### src/rtl/shiftadd_seq_reduce.sv
// shiftadd_seq_reduce
//   Sequential shift-add modular reducer. Computes x mod m for m = 2^k - 1 (Mersenne mode)
//   or m = 2^k + 1 (Fermat mode), with k chosen at run time. One k-bit segment is folded per
//   clock, so every legal k uses the same datapath.
//
// Ports
//   clk_i       clock, rising edge
//   rst_ni      synchronous active-low reset
//   start_i     operation request, honoured only while idle
//   mode_i      0 = Mersenne, 1 = Fermat
//   k_i         modulus bit parameter, legal range 2..DATA_W-1
//   x_i         unsigned operand
//   busy_o      high while folding
//   finish_o    one-cycle completion pulse
//   err_o       valid with finish_o, set when k_i was illegal
//   result_o    residue, held until the next finish_o
//   fold_cnt_o  fold count of the last operation, saturating at 255
module shiftadd_seq_reduce #(
    parameter int unsigned DATA_W = 64,
    parameter int unsigned BL_W   = $clog2(DATA_W) + 1
) (
    input  logic              clk_i,
    input  logic              rst_ni,
    input  logic              start_i,
    input  logic              mode_i,
    input  logic [BL_W-1:0]   k_i,
    input  logic [DATA_W-1:0] x_i,
    output logic              busy_o,
    output logic              finish_o,
    output logic              err_o,
    output logic [DATA_W-1:0] result_o,
    output logic [7:0]        fold_cnt_o
);

    // Two guard bits: one for the Mersenne carry, one for the Fermat sign.
    localparam int unsigned AW = DATA_W + 2;

    typedef enum logic {StIdle, StFold} state_e;

    state_e               state_q, state_d;
    logic signed [AW-1:0] acc_q, acc_d;
    logic                 mode_q, mode_d;
    logic [BL_W-1:0]      k_q, k_d;
    logic [7:0]           cnt_q, cnt_d;
    logic                 done_q, done_d;
    logic                 ierr_q, ierr_d;
    logic                 busy_q;
    logic                 finish_q;
    logic                 err_q;
    logic [DATA_W-1:0]    result_q;
    logic [7:0]           fold_cnt_q;

    logic [AW-1:0]        pow_k;
    logic signed [AW-1:0] mask;
    logic signed [AW-1:0] lo;
    logic signed [AW-1:0] hi;
    logic signed [AW-1:0] fold_val;
    logic                 fold_done;
    logic                 k_legal;
    logic                 accept;
    logic [DATA_W-1:0]    res_val;

    assign pow_k    = AW'(1) << k_q;
    assign mask     = $signed(pow_k - AW'(1));
    assign lo       = acc_q & mask;
    assign hi       = acc_q >>> k_q;
    // 2^k == 1 mod (2^k-1) and 2^k == -1 mod (2^k+1).
    assign fold_val = mode_q ? (lo - hi) : (lo + hi);
    // Fermat accepts 2^k itself as a residue so acc = 2^k never loops.
    assign fold_done = mode_q ? (!acc_q[AW-1] && (acc_q <= $signed(pow_k)))
                              : (hi == '0);

    assign k_legal = (k_i >= BL_W'(2)) && (k_i <= BL_W'(DATA_W - 1));
    // busy_q still high on the cycle after the done decision; block starts until it drops.
    assign accept  = start_i && (state_q == StIdle) && !busy_q;

    // acc, mode and k are frozen after the done decision, so the residue is read one cycle later.
    assign res_val = (!mode_q && (acc_q == mask)) ? '0 : acc_q[DATA_W-1:0];

    always_comb begin
        state_d = state_q;
        acc_d   = acc_q;
        mode_d  = mode_q;
        k_d     = k_q;
        cnt_d   = cnt_q;
        done_d  = 1'b0;
        ierr_d  = 1'b0;
        unique case (state_q)
            StIdle: begin
                if (accept) begin
                    if (k_legal) begin
                        state_d = StFold;
                        acc_d   = $signed({2'b00, x_i});
                        mode_d  = mode_i;
                        k_d     = k_i;
                        cnt_d   = '0;
                    end else begin
                        ierr_d = 1'b1;
                    end
                end
            end
            StFold: begin
                if (fold_done) begin
                    state_d = StIdle;
                    done_d  = 1'b1;
                end else begin
                    acc_d = fold_val;
                    cnt_d = (cnt_q == 8'hFF) ? cnt_q : cnt_q + 8'd1;
                end
            end
        endcase
    end

    always_ff @(posedge clk_i) begin
        if (!rst_ni) begin
            state_q    <= StIdle;
            acc_q      <= '0;
            mode_q     <= 1'b0;
            k_q        <= '0;
            cnt_q      <= '0;
            done_q     <= 1'b0;
            ierr_q     <= 1'b0;
            busy_q     <= 1'b0;
            finish_q   <= 1'b0;
            err_q      <= 1'b0;
            result_q   <= '0;
            fold_cnt_q <= '0;
        end else begin
            state_q  <= state_d;
            acc_q    <= acc_d;
            mode_q   <= mode_d;
            k_q      <= k_d;
            cnt_q    <= cnt_d;
            done_q   <= done_d;
            ierr_q   <= ierr_d;
            busy_q   <= (state_q == StFold);
            // done_q and ierr_q are never high together: ierr needs an idle, non-busy FSM.
            finish_q <= done_q | ierr_q;
            if (done_q) begin
                result_q   <= res_val;
                fold_cnt_q <= cnt_q;
                err_q      <= 1'b0;
            end else if (ierr_q) begin
                result_q   <= '0;
                fold_cnt_q <= '0;
                err_q      <= 1'b1;
            end
        end
    end

    assign busy_o     = busy_q;
    assign finish_o   = finish_q;
    assign err_o      = err_q;
    assign result_o   = result_q;
    assign fold_cnt_o = fold_cnt_q;

endmodule
### config.mk
export PLATFORM = sky130hd
export DESIGN_NAME = shiftadd_seq_reduce
export DESIGN_NICKNAME = d
export VERILOG_FILES = /design/src/rtl/shiftadd_seq_reduce.sv
export SDC_FILE = /design/constraint.sdc
export NUM_CORES = 1
export LEC_CHECK = 0
export BUFFER_PORTS_ARGS = -buffer_cell sky130_fd_sc_hd__buf_2
export CAP_MARGIN = 20
export CORE_AREA = 10 10 222 224
export DETAILED_ROUTE_END_ITERATION = 10
export DIE_AREA = 0 0 232 234
export HOLD_SLACK_MARGIN = 0.15
export PLACE_DENSITY_LB_ADDON = 0.2
export SLEW_MARGIN = 20
export SYNTH_ARGS = -nofsm -noshare
export SYNTH_HDL_FRONTEND = slang
export SYNTH_SLANG_ARGS = --single-unit
### constraint.sdc
create_clock -name clk_i -period 13.8 [get_ports clk_i]
set_input_delay 2.76 -clock clk_i [delete_from_list [all_inputs] [get_ports clk_i]]
set_output_delay 2.76 -clock clk_i [all_outputs]
set_load 0.03 [all_outputs]
Word-level counts from Yosys, hierarchy flattened
Index checks and enable logic that the tools add are counted.
- bits in registers: 160
- input port bits: 75
- output and inout bits: 75
- logic and storage cells: 70
- add/subtract/negate cells: 4
- $lt $le $gt $ge: 3
- eq/ne operators: 6
- shifts and indexed selects: 2
- muxes and demuxes: 22
- bitwise gates (word level): 5
- reductions and logical operators: 16
- operators by type and width (kind ; count):
    $mux 66 ; 4
    $mux 64 ; 3
    $pmux 66 s2 ; 1
    $add 66x66->66 ; 1
    $and 66x66->66 ; 1
    $eq 66x66->1 ; 1
    $le 66x66->1 ; 1
    $logic_not 66->1 ; 1
    $shl 1x7->66 const A ; 1
    $sshr 66x7->66 ; 1
    $sub 66x1->66 const B ; 1
    $sub 66x66->66 ; 1
    $mux 8 ; 6
    $pmux 8 s2 ; 1
    $add 8x1->8 const B ; 1
    $eq 8x8->1 const B ; 1
    $ne 2x2->1 const B ; 4
    $ge 7x2->1 const B ; 1
    $le 7x6->1 const B ; 1
    $mux 1 ; 6
    $reduce_and 3->1 ; 2
    $logic_and 1x1->1 ; 5
    $reduce_and 4->1 ; 1
    $logic_not 1->1 ; 3
    other kinds (7) ; 9

Longest topological paths before layout
- depth after elaboration: 7
- mapped depth: 37
- mapped depth without buffers: 32

Worst setup path after synthesis
No wires, ideal clock.
- path kind: reg2reg
- start: register k_q[2]
- end: register acc_q[65]
- setup time: 116 ps
- data arrival time: 6968 ps
- data required time: 13684 ps
- slack: 6716 ps
- stages on the path, launching flop included: 34
- path buffers: 10
- clock period less this slack: 7084 ps
- path through: dfxtp_1 buf_4 buf_2 buf_2 buf_2 buf_2 buf_2 buf_1 nor2_1 clkbuf_1 nand2_1 ha_1 clkbuf_1 o21ai_0 a31oi_1 a21boi_1 nand2_1 a21oi_1 nand2_1 nor3b_1 xnor2_1 ha_1 ha_1 clkbuf_1 a21o_1 a21o_1 a21o_1 a21o_1 a21o_1 a2111oi_0 o31a_1 nand4b_1 mux2i_1 a31o_1
- word-level cells in the longest chain between the ends: 7
- elaborated cells between the ends (all ways): 15
- classes of those cells: 3 x add/sub; 1 x order compare; 1 x eq/ne; 2 x shift; 4 x mux; 1 x bitwise; 3 x reduce/logical
- RTL lines (item ; RTL line ; source):
    from (decl) ; 43 ; logic [BL_W-1:0] k_q, k_d;
    from (signal assigned) ; 132 ; k_q <= k_d;
    $shl 1x7->66 ; 63 ; assign pow_k = AW'(1) << k_q;
    $sub 66x1->66 ; 64 ; assign mask = $signed(pow_k - AW'(1));
    $and 66x66->66 ; 65 ; assign lo = acc_q & mask;
    $add 66x66->66 / $sub 66x66->66 (equally long branches) ; 68 ; assign fold_val = mode_q ? (lo - hi) : (lo + hi);
    $mux 66 ; 68 ;
    $mux 66 ; 103 ; if (fold_done) begin
    $pmux 66 s2 ; 88 ; unique case (state_q)
    to (signal assigned) ; 117 ; acc_q <= '0;
    to (signal assigned) ; 130 ; acc_q <= acc_d;
    to (decl) ; 41 ; logic signed [AW-1:0] acc_q, acc_d;
Several ways; a longest one is shown, not always the timed one. The select of a mux whose other input is x is not followed.
A chain may end at the register's enable or synchronous reset.

Final worst setup path
- start: register k_q[6]
- end: register acc_q[65]
Same word-level chain as after synthesis.

==> results.toml <==
[run_status]
status = "finished clean"

[clocking]
clock_path_buffers = 2
cts_hold_buffers = 0
clock_sinks = 160
cts_root_buf = "clkbuf_16"
clkTransAtPathRegs_ns = 0.07
cts_buffers = 17
cts_tree = "built"
htreeDepth = 4
cts_resized = 0
clk_latency_ns = 0.53
cts_setup_buffers = 0

[synthesis]
avgSynthCellArea_um2 = 7.880
yosys_warnings = 0
synth_area_um2 = 22180
synth-seq-cells = 160
synth-edff-count = 0
synth_area_leader_cell = "dfxtp_1"
ys_types = 92
ys_top_cells_by_area = "dfxtp_1 (14%), ha_1 (11%), mux4_2 (9.2%)"
postSynthCellCount = 2815
synthFlopType = "dfxtp_1"
synth_fp_nets = 3091
ys_seq_area_frac = 0.1444
async_reset_ff_frac = 0
synth_top_area_share = 0.1444

[timing]
hold_viol_final = 0
drv_slew = 0
worstMarginPinSlew_ns = 1.228
max_freq_ghz = 0.1067
setup-tns-final_ns = 0
rsz0062_at_grt = "false"
hold-worst-slack_ns = 0.4948
relSlewSlack = 0.1724
finalCritPeriodShare = 0.6793
setup_viol = 0
fin_crit_ns = 9.374
clock_skew_ns = 0.04239

[die]
chipWidth_um = 232
core_region_area_um2 = 44890
io-pin-count = 150
initial_core_util = 0.4941
dieArea_um2 = 54290
die_h_um = 234
num_rows = 78

[power_and_ir_drop]
p_leak_nw = 9.932
ir_drop_mv = 0.08234
powerDensity_nw_per_um2 = 107.8

[layout]
nNetsFinal = 3113
syn_to_final_growth_pct = 7.728
multiInputGateArea_um2 = 17820
drive_gt1_frac = 0.1684
fillers = 4370
regArea_um2 = 3224

[place]
portBuffers = 149
routabilityCongestion = 1.173
hpwl_um = 85420

[route]
wl_per_cell_um = 32.63
finalWirelength_um = 112700
num_vias = 24800
firstDrtPassIters = 7
drt_first_iter_violations = 3398
ant_nets = 0
avgViaCountPerCell = 7.180
drc = 0

[worst_setup_path]
slowest_stage = "nor2_1"
crit_family = "simple AND/OR/NAND/NOR gates"
setup.worst_path.end_class = "register"
critPathBufInv = 7
crit_type = "register to register"
critPathMaxFanout = 28
worstPathArrival_ns = 9.82
crit_path_frequent_cell = "buf_4"
slowest_delay_ns = 1.18
worst_ep_required_time_ns = 14.25
crit_path_start_kind = "register"

[hold_path]
hold_path.class = "register to register"

[flow_run]
drv_cap = 0

[global_route]
antenna_found_initial = 9
grt_max_degree = 82
grt_pass1_wl_um = 161900
grt_usage = 0.4031
first_global_vias = 23470
grt.overflow.total = 0
==> Yosys cell counts (34+ instances only) <==
cell type and n:
mux2_2 36, nand2_1 276, xor2_1 55, ha_1 200
a21oi_1 200, inv_1 34, a22oi_1 78, a21o_1 67
buf_2 37, a211oi_2 43, clkbuf_1 147, xnor2_1 90
o21ai_0 135, mux2i_1 147, nand4_1 39, mux4_2 91
nor2_1 330, nand3_1 73, nor3_1 49, dfxtp_1 160
a31oi_1 36
==> power breakdown <==
| group | total (mW) | internal (mW) | switching, mW |
|---|---|---|---|
| Sequential | 0.580 | 0.487 | 0.0936 |
| Clock | 0.512 | 0.256 | 0.257 |
| Combinational | 1.48 | 0.530 | 0.954 |
==> cells in the final DEF, fill, tap and decap left out, drive strengths merged, types with 15 or more instances in the layout <==
cell / n
xnor2: 90
a21oi: 201
dfxtp: 160
nand4: 40
nand2: 276
o22ai: 28
mux2: 42
nor2b: 33
inv: 49
nand2b: 21
nor3b: 15
o211ai: 20
nor2: 330
nand3: 73
nor4: 30
a22oi: 78
mux4: 91
ha: 200
nor3: 50
clkbuf: 19
a211oi: 70
a31oi: 36
xor2: 55
a21o: 67
mux2i: 148
o21ai: 136
buf: 230
and3: 22
o21a: 18
and2: 17
==> sequential cells by signal (all words and copies together), names as in the netlist <==
signal      cells
acc_q          66
result_o       64
cnt_q           8
fold_cnt_o      8
k_q             7
busy_o          1
done_q          1
err_o           1
finish_o        1
ierr_q          1
mode_q          1
state_q         1
==> kinds of logic after synthesis <==
group | count (synthesis) | synth area share
adder cells (fa/ha/maj) | 201 | 0.1137
AND/OR/NAND/NOR | 964 | 0.2035
AO/OA/AOI/OAI | 794 | 0.2452
multiplexers | 281 | 0.1814
buffers and inverters | 270 | 0.05454
flip-flops | 160 | 0.1444
XOR/XNOR | 145 | 0.05725
==> through the flow <==
| stage | power, mW | setup slack [ns] | std cells | cell area, µm² | utilization |
|---|---|---|---|---|---|
| global placement | 1.986 | 4.953 | 3418 | 23310 | 0.5193 |
| floorplan | 1.505 | 6.716 | 2815 | 22180 | - |
| CTS | 2.516 | 4.911 | 3450 | 23890 | 0.5321 |
| detailed placement | 2.005 | 4.954 | 3418 | 23310 | 0.5193 |
| global route | 2.669 | 4.083 | 3450 | 23890 | 0.5321 |
| finish | 2.577 | 4.426 | 3454 | 23900 | 0.5323 |
==> area by class of cell <==
type,instances,share of cell area
Sequential cell,160,0.1349
Timing Repair Buffer,230,0.05665
Inverter,43,0.006964
Multi-Input combinational cell,2385,0.7456
Antenna cell,4,0.0004189
Tap cell,600,0.03142
Clock buffer,19,0.01812
Clock inverter,13,0.005917
==> worst paths after layout <==
check          startpoint           end  slack (ns)  depth (start not counted)
max                k_q[6]     acc_q[65]        4.43                         32
min          result_o[46]  result_o[46]        0.49                          2
max reg2reg        k_q[6]     acc_q[65]        4.43                         32
min reg2reg  result_o[46]  result_o[46]        0.49                          2
==> worst reg2reg max path, delay by kind of cell, from the launching register on <==
| kind | cells | cell delay [ns] |
|---|---|---|
| AOI/OAI and AO/OA | 10 | 2.44 |
| xor gates and xnor gates | 1 | 0.13 |
| adders and majority gates | 1 | 0.39 |
| buffers and inverters | 7 | 2.00 |
| DFF | 1 | 0.31 |
| muxes | 1 | 0.18 |
| and+or+nand+nor | 12 | 3.85 |
==> metal layers <==
layer / up-vias / GRT usage / share of wire / routed length (µm)
li1: 10610 / - / - / -
met1: 11900 / 0.4896 / 0.38 / 42520
met2: 1777 / 0.6092 / 0.43 / 48680
met3: 498 / 0.1102 / 0.11 / 12130
met4: 16 / 0.2892 / 0.082 / 9277
met5: - / 0 / 0.00098 / 111
Note: power is estimated with default switching activity, not from simulation.
